## config.mk

```make
export PLATFORM = sky130hd
export DESIGN_NAME = bus_arbiter
export DESIGN_NICKNAME = d
export VERILOG_FILES = /design/src/rtl/bus_arbiter.sv
export SDC_FILE = /design/constraint.sdc
export NUM_CORES = 1
export LEC_CHECK = 0
export ABC_AREA = 1
export ABC_CLOCK_PERIOD_IN_PS = 1400
export BUFFER_PORTS_ARGS = -buffer_cell sky130_fd_sc_hd__buf_2
export CORE_AREA = 2 2 122 124
export CTS_CLUSTER_SIZE = 25
export DETAILED_ROUTE_END_ITERATION = 7
export DIE_AREA = 0 0 124 126
export PLACE_DENSITY = 0.66
export SETUP_SLACK_MARGIN = 0.05
export SLEW_MARGIN = 20
export SYNTH_ARGS = -nofsm -noshare
export SYNTH_HDL_FRONTEND = slang
export SYNTH_SLANG_ARGS = --single-unit
```

## constraint.sdc

```tcl
create_clock -name clk -period 1.4 [get_ports clk]
set_clock_uncertainty 0.15 [all_clocks]
set_input_delay 0.28 -clock clk [delete_from_list [all_inputs] [get_ports clk]]
set_output_delay 0.28 -clock clk [all_outputs]
set_load 0.05 [all_outputs]
```

## src/rtl/bus_arbiter.sv

```systemverilog
// bus_arbiter: shares one memory port between the instruction read bus, the
// data read bus and the data write bus. One transaction is in flight at a
// time. Instruction and data classes alternate round-robin. Within data
// traffic a pending write is always taken before a pending read, which keeps
// stores ahead of later loads.
module bus_arbiter #(
    parameter int XLEN = 32
) (
    input  logic              clk,
    input  logic              reset,

    input  logic              instr_re,
    input  logic [XLEN/8-1:0] instr_sel,
    input  logic [XLEN-1:0]   instr_addr,
    output logic              instr_ack,
    output logic [31:0]       instr_data,

    input  logic              dr_re,
    input  logic [XLEN/8-1:0] dr_sel,
    input  logic [XLEN-1:0]   dr_addr,
    output logic              dr_ack,
    output logic [XLEN-1:0]   dr_data,

    input  logic              dw_we,
    input  logic [XLEN/8-1:0] dw_sel,
    input  logic [XLEN-1:0]   dw_addr,
    input  logic [XLEN-1:0]   dw_data,
    output logic              dw_ack,

    output logic              mem_re,
    output logic              mem_we,
    output logic [XLEN/8-1:0] mem_sel,
    output logic [XLEN-1:0]   mem_addr,
    output logic [XLEN-1:0]   mem_wdata,
    input  logic              mem_ack,
    input  logic [XLEN-1:0]   mem_rdata
);

    localparam int SW = XLEN / 8;

    typedef enum logic {
        IDLE = 1'b0,
        BUSY = 1'b1
    } state_t;

    typedef enum logic [1:0] {
        OWN_INSTR = 2'd0,
        OWN_DR    = 2'd1,
        OWN_DW    = 2'd2
    } owner_t;

    state_t          state_q, state_d;
    owner_t          owner_q, owner_d;
    logic            rr_q, rr_d;            // last class served: 0 instr, 1 data
    logic            mem_re_q, mem_re_d;
    logic            mem_we_q, mem_we_d;
    logic [SW-1:0]   mem_sel_q, mem_sel_d;
    logic [XLEN-1:0] mem_addr_q, mem_addr_d;
    logic [XLEN-1:0] mem_wdata_q, mem_wdata_d;
    logic            data_req_s;
    logic            pick_instr_s;

    assign data_req_s   = dw_we | dr_re;
    // Instruction wins when it is alone, or on a tie when data went last.
    assign pick_instr_s = instr_re & (~data_req_s | rr_q);

    // Arbitration and next-state selection for the transaction FSM.
    always_comb begin
        state_d     = state_q;
        owner_d     = owner_q;
        rr_d        = rr_q;
        mem_re_d    = mem_re_q;
        mem_we_d    = mem_we_q;
        mem_sel_d   = mem_sel_q;
        mem_addr_d  = mem_addr_q;
        mem_wdata_d = mem_wdata_q;
        case (state_q)
            IDLE: begin
                if (instr_re || data_req_s) begin
                    state_d = BUSY;
                    if (pick_instr_s) begin
                        owner_d     = OWN_INSTR;
                        rr_d        = 1'b0;
                        mem_re_d    = 1'b1;
                        mem_we_d    = 1'b0;
                        mem_sel_d   = instr_sel;
                        mem_addr_d  = instr_addr;
                        mem_wdata_d = {XLEN{1'b0}};
                    end else if (dw_we) begin
                        owner_d     = OWN_DW;
                        rr_d        = 1'b1;
                        mem_re_d    = 1'b0;
                        mem_we_d    = 1'b1;
                        mem_sel_d   = dw_sel;
                        mem_addr_d  = dw_addr;
                        mem_wdata_d = dw_data;
                    end else begin
                        owner_d     = OWN_DR;
                        rr_d        = 1'b1;
                        mem_re_d    = 1'b1;
                        mem_we_d    = 1'b0;
                        mem_sel_d   = dr_sel;
                        mem_addr_d  = dr_addr;
                        mem_wdata_d = {XLEN{1'b0}};
                    end
                end else begin
                    state_d = IDLE;
                end
            end
            BUSY: begin
                if (mem_ack) begin
                    state_d  = IDLE;
                    mem_re_d = 1'b0;
                    mem_we_d = 1'b0;
                end else begin
                    state_d = BUSY;
                end
            end
            default: begin
                state_d  = IDLE;
                mem_re_d = 1'b0;
                mem_we_d = 1'b0;
            end
        endcase
    end

    // FSM state, owner, round-robin pointer and registered memory outputs.
    always_ff @(posedge clk) begin
        if (reset) begin
            state_q     <= IDLE;
            owner_q     <= OWN_INSTR;
            rr_q        <= 1'b1;
            mem_re_q    <= 1'b0;
            mem_we_q    <= 1'b0;
            mem_sel_q   <= {SW{1'b0}};
            mem_addr_q  <= {XLEN{1'b0}};
            mem_wdata_q <= {XLEN{1'b0}};
        end else begin
            state_q     <= state_d;
            owner_q     <= owner_d;
            rr_q        <= rr_d;
            mem_re_q    <= mem_re_d;
            mem_we_q    <= mem_we_d;
            mem_sel_q   <= mem_sel_d;
            mem_addr_q  <= mem_addr_d;
            mem_wdata_q <= mem_wdata_d;
        end
    end

    // Route the memory completion to the current owner only, and only in BUSY.
    always_comb begin
        instr_ack = 1'b0;
        dr_ack    = 1'b0;
        dw_ack    = 1'b0;
        if ((state_q == BUSY) && mem_ack) begin
            case (owner_q)
                OWN_INSTR: instr_ack = 1'b1;
                OWN_DR:    dr_ack    = 1'b1;
                OWN_DW:    dw_ack    = 1'b1;
                default:   instr_ack = 1'b0;
            endcase
        end else begin
            instr_ack = 1'b0;
        end
    end

    assign instr_data = mem_rdata[31:0];
    assign dr_data    = mem_rdata;
    assign mem_re     = mem_re_q;
    assign mem_we     = mem_we_q;
    assign mem_sel    = mem_sel_q;
    assign mem_addr   = mem_addr_q;
    assign mem_wdata  = mem_wdata_q;

endmodule

```

==> results list, run 1 <==
- After synthesis, the share of flip-flops with an asynchronous set or reset is 0%.
- Power Dens Cells: 1070 nW/µm²
* Buffer levels on the longest clock path: 2
* Core outline area: 14,300 µm²
* Worst Setup Path Type: reg2out
* Worst skew pair latency: 0.34 ns
* Fin. Hold Viols: 0
- Most frequent cells in the layout: sky130_fd_sc_hd__nand2_1, sky130_fd_sc_hd__buf_2, sky130_fd_sc_hd__inv_1
* Met3 GRT Util: 4.48%
* Aggregate negative setup slack: -0.404 ns
- At the placement stage, the worst setup path has a slack of -0.145 ns.
* Syn nets: 848
* Hold Crit Class: in2reg
- Post-synthesis cell area: 4320 µm²
* Placed wire-length estimate: 10000 µm
* Share of final-layout standard cells stronger than drive strength 1: 41.4%
- The layer flagged by global routing as most heavily used is met2.
- CP startpoint kind: register
- Number of hold buffers added after CTS: 0
* Site Rows: 44
- Dividing the synthesized area by the synthesized cell count gives 6.45 µm².
- Of all nets on the critical path, the largest fanout is 3.
- Global routing used 17.3% of the available tracks across all layers.
- Result of the run: complete, but fails checks
- The final reports fail on setup timing.
- Counting flops with a built-in enable in the synthesized netlist gives 0.
- The final route contains 4,631 vias.
* Average wire length per cell after detail routing: 14.2 µm
- Clk slew on worst S/H paths: 0.06 ns
- Headroom to the max-slew limit: 77.6%
- Pin count of the biggest net entering global routing: 33
- Across the run, the number of max-cap violations was 0.
- The congestion estimate from routability-driven global placement came to 0.799.
* Number of synthesis warnings: 0
- Clock buffers created by TritonCTS: 9
- Static Leak: 3.34 nW
- ANT nets after route: 0
* Gate Count Post-Synth: 670
- At the end of the flow, the number of nets in the layout was 1,011.
* Met1 routing resource usage after global routing: 19.8%
* Final number of setup-violating endpoints: 3
* Worst Path Required: 0.97 ns
- Antenna violations before repair: 2
- RSZ-0062 raised after global routing: yes
* Min Clock Period, post-route: 1.55 ns
- Overall routed net length: 14,500 µm
* Vias per cell: 4.52
- After global routing the overflow that remains totals 0.
- I/O Pins: 315
* Dominant synthesized flop cell: sky130_fd_sc_hd__dfxtp_1
- Die Width: 124 µm
- Initial cell density of the core: 30.2%
- Peak ir drop on the vdd network: 0.530 mV
- The floorplan step set the die height to 126 µm.
- Global routing used 30.0% of the available met2 tracks.
- Share of the core filled with cells: 44.2%
- For the pin with the worst max-slew slack, the measured transition is 0.336 ns.
- Most frequent standard cell in the layout excluding fill and tap cells: sky130_fd_sc_hd__nand2_1
- For this design, the sink count on the clock tree is 74.
- Sequential-to-total area share from yosys stat: 34.3%
* Worst Setup Slack, final: -0.145 ns
- The pre-antenna-repair detailed-routing pass consisted of 4 iterations.
- Number of levels the H-tree was split into: 3
* Maximum operating frequency: 647 MHz
- The root buffer cell chosen for the clock tree is sky130_fd_sc_hd__clkbuf_16.
- Number of design-rule violations left by the first detailed-router iteration: 191
- TritonCTS clock tree: built
* Number of distinct standard cells referenced by the synthesized netlist: 20
- Remaining design rule violation count: 0
- Area growth syn-to-layout: 46.4%
- Synthesized flop and latch total: 74
- The die covers 15,600 µm².
- In this run the tool buffered the top-level ports with 218 buffer cells.
- Dividing the final minimum period by the clock period gives 110%.
- Crit end category: output pin
- The number of pins exceeding their max-slew limit in the final report came to 0.
- Number of global-route vias before repair: 4,352
- Arrival time at the worst endpoint: 1.12 ns
- Global-route wire length before repair: 21,000 µm
* Filler Cell Count: 1,508
-- kinds of logic after synthesis --
| group | Yosys count | synth area share [%] |
|---|---|---|
| buffers and inverters | 185 | 24.2 |
| AO/OA/AOI/OAI | 79 | 9.75 |
| AND/OR/NAND/NOR | 332 | 31.8 |
| flip-flops | 74 | 34.3 |
-- per-layer routing --
layer | routed length (µm) | share of wire (%) | vias up
met5 | 0 | 0 | -
met3 | 875 | 6.0 | 38
met4 | 381 | 2.6 | 0
met2 | 7220 | 50 | 143
met1 | 6040 | 42 | 2119
li1 | - | - | 2331
-- through the flow --
step | cell area [µm²] | power (mW) | hold WS, ns | std cells
after global routing | 6330 | 7.11 | 0.0275 | 1023
after detailed placement | 5290 | 4.23 | 0.301 | 997
after CTS | 5840 | 6.60 | 0.0133 | 1015
after global placement | 5290 | 4.21 | 0.298 | 997
after floorplan | 4370 | 4.11 | 0.273 | 670
final | 6330 | 6.75 | 0.0272 | 1024
-- where the power goes --
group | switching, mW | internal [mW]
Sequential | 0.101 | 2.27
Combinational | 1.33 | 0.852
Clock | 0.948 | 1.26
Total | 2.38 | 4.38
-- final cells by class --
cell class | instances | area (µm²) | share of cell area, %
diodes | 2 | 5.00 | 0.0791
clock buffers | 11 | 243 | 3.83
clock inverters | 5 | 37.5 | 0.593
inverters | 80 | 313 | 4.94
multi-input cells | 411 | 2090 | 33.0
flip-flops and latches | 74 | 1500 | 23.6
well taps | 184 | 230 | 3.64
repair buffers | 257 | 1920 | 30.3
-- cells in the mapped netlist (2+ instances only) --
master / n / area, µm²
sky130_fd_sc_hd__o21ai_0: 2 / 10.0
sky130_fd_sc_hd__nand2_1: 251 / 942
sky130_fd_sc_hd__nor3_1: 2 / 10.0
sky130_fd_sc_hd__buf_2: 15 / 75.1
sky130_fd_sc_hd__a21oi_1: 74 / 370
sky130_fd_sc_hd__nand3_1: 75 / 375
sky130_fd_sc_hd__buf_6: 10 / 113
sky130_fd_sc_hd__clkbuf_1: 6 / 22.5
sky130_fd_sc_hd__buf_4: 69 / 518
sky130_fd_sc_hd__inv_1: 79 / 297
sky130_fd_sc_hd__dfxtp_1: 74 / 1480
sky130_fd_sc_hd__buf_1: 5 / 18.8
-- sequential cells by signal, summed over array words and instances, names as in the netlist --
signal,count
mem_addr,32
mem_re,1
mem_sel,4
mem_wdata,32
mem_we,1
owner_q,2
rr_q,1
state_q,1
-- worst paths after layout --
kind | slack [ns] | to | depth (start not counted) | start
min reg2reg | 0.31 | mem_wdata[16] | 2 | mem_wdata[16]
min | 0.03 | mem_wdata[7] | 3 | dw_data[7]
max | -0.15 | dr_ack | 3 | owner_q[0]
max reg2reg | 0.04 | mem_sel[2] | 7 | state_q
-- critical path: stages (launching register included) --
cell	delay (ns)
sky130_fd_sc_hd__dfxtp_4	0.39
sky130_fd_sc_hd__inv_4	0.04
sky130_fd_sc_hd__nor3_4	0.16
sky130_fd_sc_hd__buf_6	0.18
-- timing repair --
action                                  4_1_cts  5_1_grt
buffers inserted                              2        1
pin swaps                                     2       37
resized for setup                            97       80
gates cloned                                  0        6
endpoints found under the setup margin       82       92
Note: power is estimated with default switching activity, not from simulation.
==> run 2, diff against run 1 <==
--- a/config.mk
+++ b/config.mk
@@ -8,11 +8,10 @@
 export ABC_AREA = 1
 export ABC_CLOCK_PERIOD_IN_PS = 1400
 export BUFFER_PORTS_ARGS = -buffer_cell sky130_fd_sc_hd__buf_2
-export CORE_AREA = 2 2 122 124
-export CTS_CLUSTER_SIZE = 25
+export CORE_AREA = 2 2 121 123
 export DETAILED_ROUTE_END_ITERATION = 7
-export DIE_AREA = 0 0 124 126
-export PLACE_DENSITY = 0.66
+export DIE_AREA = 0 0 123 125
+export PLACE_DENSITY = 0.67
 export SETUP_SLACK_MARGIN = 0.05
 export SLEW_MARGIN = 20
 export SYNTH_ARGS = -nofsm -noshare
==> run 2 against run 1 <==
Against the previous run: the flow still finishes with violations (setup timing); cell count did not move; sequential share of layout area fell by 1.7 points; via count rose by 2.7%; design area rose by 8.0%; worst setup slack got worse by 0.034 ns; utilization rose by 3.9 points; wire length rose by 10%; largest power group unchanged; first-iteration DRC count rose by 5.8%; clock-buffer cell count fell by 2; combinational power rose by 9.2%; largest cell class unchanged; total power rose by 5.2%; maximum frequency fell by 2.1%.
==> results list, run 2 (synthesis results as in run 1) <==
* Buffer levels on the longest clock path: 2
* Number of global-route vias before repair: 4,425
- Setup repair after global routing could not meet its margin everywhere.
- Final number of setup-violating endpoints: 44
* Maximum cell stage delay along the critical path: 0.38 ns
* Overall routed net length: 16,000 µm
- Static Leak: 3.63 nW
- Vias per cell: 4.65
- Dividing the detail-routed wire length by the instance count gives 15.6 µm.
- Arrival time at the worst endpoint: 1.15 ns
* Number of max-cap violations: 0
* Crit end category: output pin
- Clock buffers created by TritonCTS: 9
- Pin count of the biggest net entering global routing: 47
- Counting the fill cells in the layout gives 1,397.
- Total global routing overflow: 0
- Once the floorplan was initialized, standard cells occupied 30.4% of the core.
* Worst slack at placement: -0.130 ns
* Headroom to the max-slew limit: 76.5%
* Number of design-rule violations left by the first detailed-router iteration: 202
- Core outline area: 14,200 µm²
- Most frequent standard cell in the layout excluding fill and tap cells: sky130_fd_sc_hd__nand2_1
* Maximum operating frequency: 633 MHz
- At the later pin of the worst-skew pair, clock insertion delay measures 0.34 ns.
* Crit share post-route: 113%
- Routability-driven placement finished with a final weighted congestion of 0.822.
- The number of placed instances, taps included, is 990.
- TritonCTS clock tree: built
- Clk root buf: sky130_fd_sc_hd__clkbuf_16
- In this run the vertical extent of the chip is 125 µm.
- The first detailed-routing pass took 4 iterations.
- Result of the run: complete, but fails checks
- For this run, design rule violations remaining after detail routing come to 0.
* Overall track demand over capacity in global routing: 18.1%
- Clk slew on worst S/H paths: 0.06 ns
- Worst Setup Slack, final: -0.179 ns
- Die area: 15,400 µm²
- After clock tree synthesis, the flow added hold-fix buffers numbering 0.
* Min Clock Period, post-route: 1.58 ns
- Dividing total power by cell area gives a power density of 1040 nW/µm².
* Peak ir drop on the vdd network: 0.499 mV
* Most frequent cells in the layout: sky130_fd_sc_hd__nand2_1, sky130_fd_sc_hd__buf_2, sky130_fd_sc_hd__inv_1
- After the flow finishes, the layout carries non-filler instances totaling 1,024.
* Number of vias in the routed layout: 4,757
- Violations in the final reports: setup timing
* ANT nets after route: 0
- Port Buffers: 218
- Walking the worst path, the cells encountered are inv_4 > nor3_4 > buf_6.
* CTS sink count: 74
- From synthesis to final layout, the design area changed by 58.1%.
- The path class of the tightest hold or removal check is in2reg.
* Net count of the finished layout: 1,013
- Total power: 7.11 mW
* I/O Pins: 315
* Site Rows: 44
- Worst Setup Path Type: reg2out
* Placed wire-length estimate: 9800 µm
- Die Width: 123 µm
* CP startpoint kind: register
* Fin. Hold Viols: 0
* Number of levels the H-tree was split into: 3
- Antenna violations before repair: 1
- The first global-routing pass estimated 21,900 µm of wire.
* Number of pins with negative max-slew slack in the final report: 0
* Transition at the pin with the smallest max-transition slack: 0.352 ns
- The slowest stage of the critical path belongs to the cell sky130_fd_sc_hd__dfxtp_4.
* Worst Path Required: 0.97 ns
- CP Max Fanout: 3
- Share of final-layout standard cells stronger than drive strength 1: 48.5%
-- run 2: changes by cell type in the layout (fill, tap and decap cells not counted), sizes merged --
cell / previous run / this run
clkinvlp: 2 / 1
nand2: 253 / 254
diode: 2 / 1
clkinv: 1 / 4
buf: 252 / 249
bufinv: 0 / 1
inv: 82 / 80
clkbuf: 16 / 18
-- run 2: cell type report --
cell class                 instances  area [µm²]  share of cell area [%]
sequential                        74        1500                    21.9
timing repair buffer             258        2050                    30.0
clock inverter                     6        66.3                   0.970
inverter                          80         328                    4.79
tap                              184         230                    3.37
clock buffer                       9         225                    3.29
multi-input combinational        412        2440                    35.7
antenna                            1        2.50                  0.0366
-- run 2: worst paths after layout --
path / startpoint / end / slack, ns / cells after the start
setup / recovery: owner_q[0] / dr_ack / -0.18 / 3
hold / removal: dw_data[0] / mem_wdata[0] / 0.03 / 3
setup reg to reg: state_q / mem_addr[3] / -0.08 / 8
hold reg to reg: mem_wdata[8] / mem_wdata[8] / 0.32 / 2
-- run 2: stage by stage --
| stage | hold WS (ns) | util (%) | instance area, µm² | setup TNS [ns] |
|---|---|---|---|---|
| 3_5_place_dp | 0.300 | 37.1 | 5260 | -4.88 |
| 5_1_grt | 0.00888 | 48.1 | 6840 | -4.74 |
| 3_3_place_gp | 0.298 | 37.1 | 5260 | -3.45 |
| 2_1_floorplan | 0.273 | - | 4370 | 0 |
| 4_1_cts | 0.0137 | 40.9 | 5800 | -0.399 |
| 6_report | 0.0263 | 48.1 | 6840 | -2.24 |
-- run 2: power breakdown --
group | switching, mW | total [mW] | internal (mW)
Clock | 0.970 | 2.35 | 1.38
Sequential | 0.110 | 2.38 | 2.27
Combinational | 1.44 | 2.38 | 0.939
Total | 2.52 | 7.11 | 4.59
-- run 2: layer usage --
layer | routed length, µm | global-route usage, % | vias up | part of all wire, %
li1 | - | - | 2339 | -
met1 | 6500 | 21.4 | 2187 | 41
met3 | 1040 | 5.20 | 62 | 6.5
met5 | 0 | 0 | - | 0
met4 | 593 | 7.29 | 0 | 3.7
met2 | 7840 | 30.5 | 169 | 49
-- run 2: timing repair --
item | CTS | global route
setup endpoints to repair | 73 | 95
gates resized for setup | 91 | 189
cloned | 0 | 12
buffers inserted | 2 | 4
pin swaps | 1 | 51
-- run 2: critical path, delay by kind of cell (launching register included) --
| kind | cells | cell delay [ns] |
|---|---|---|
| flops | 1 | 0.38 |
| buf+inv | 2 | 0.24 |
| simple gates | 1 | 0.18 |
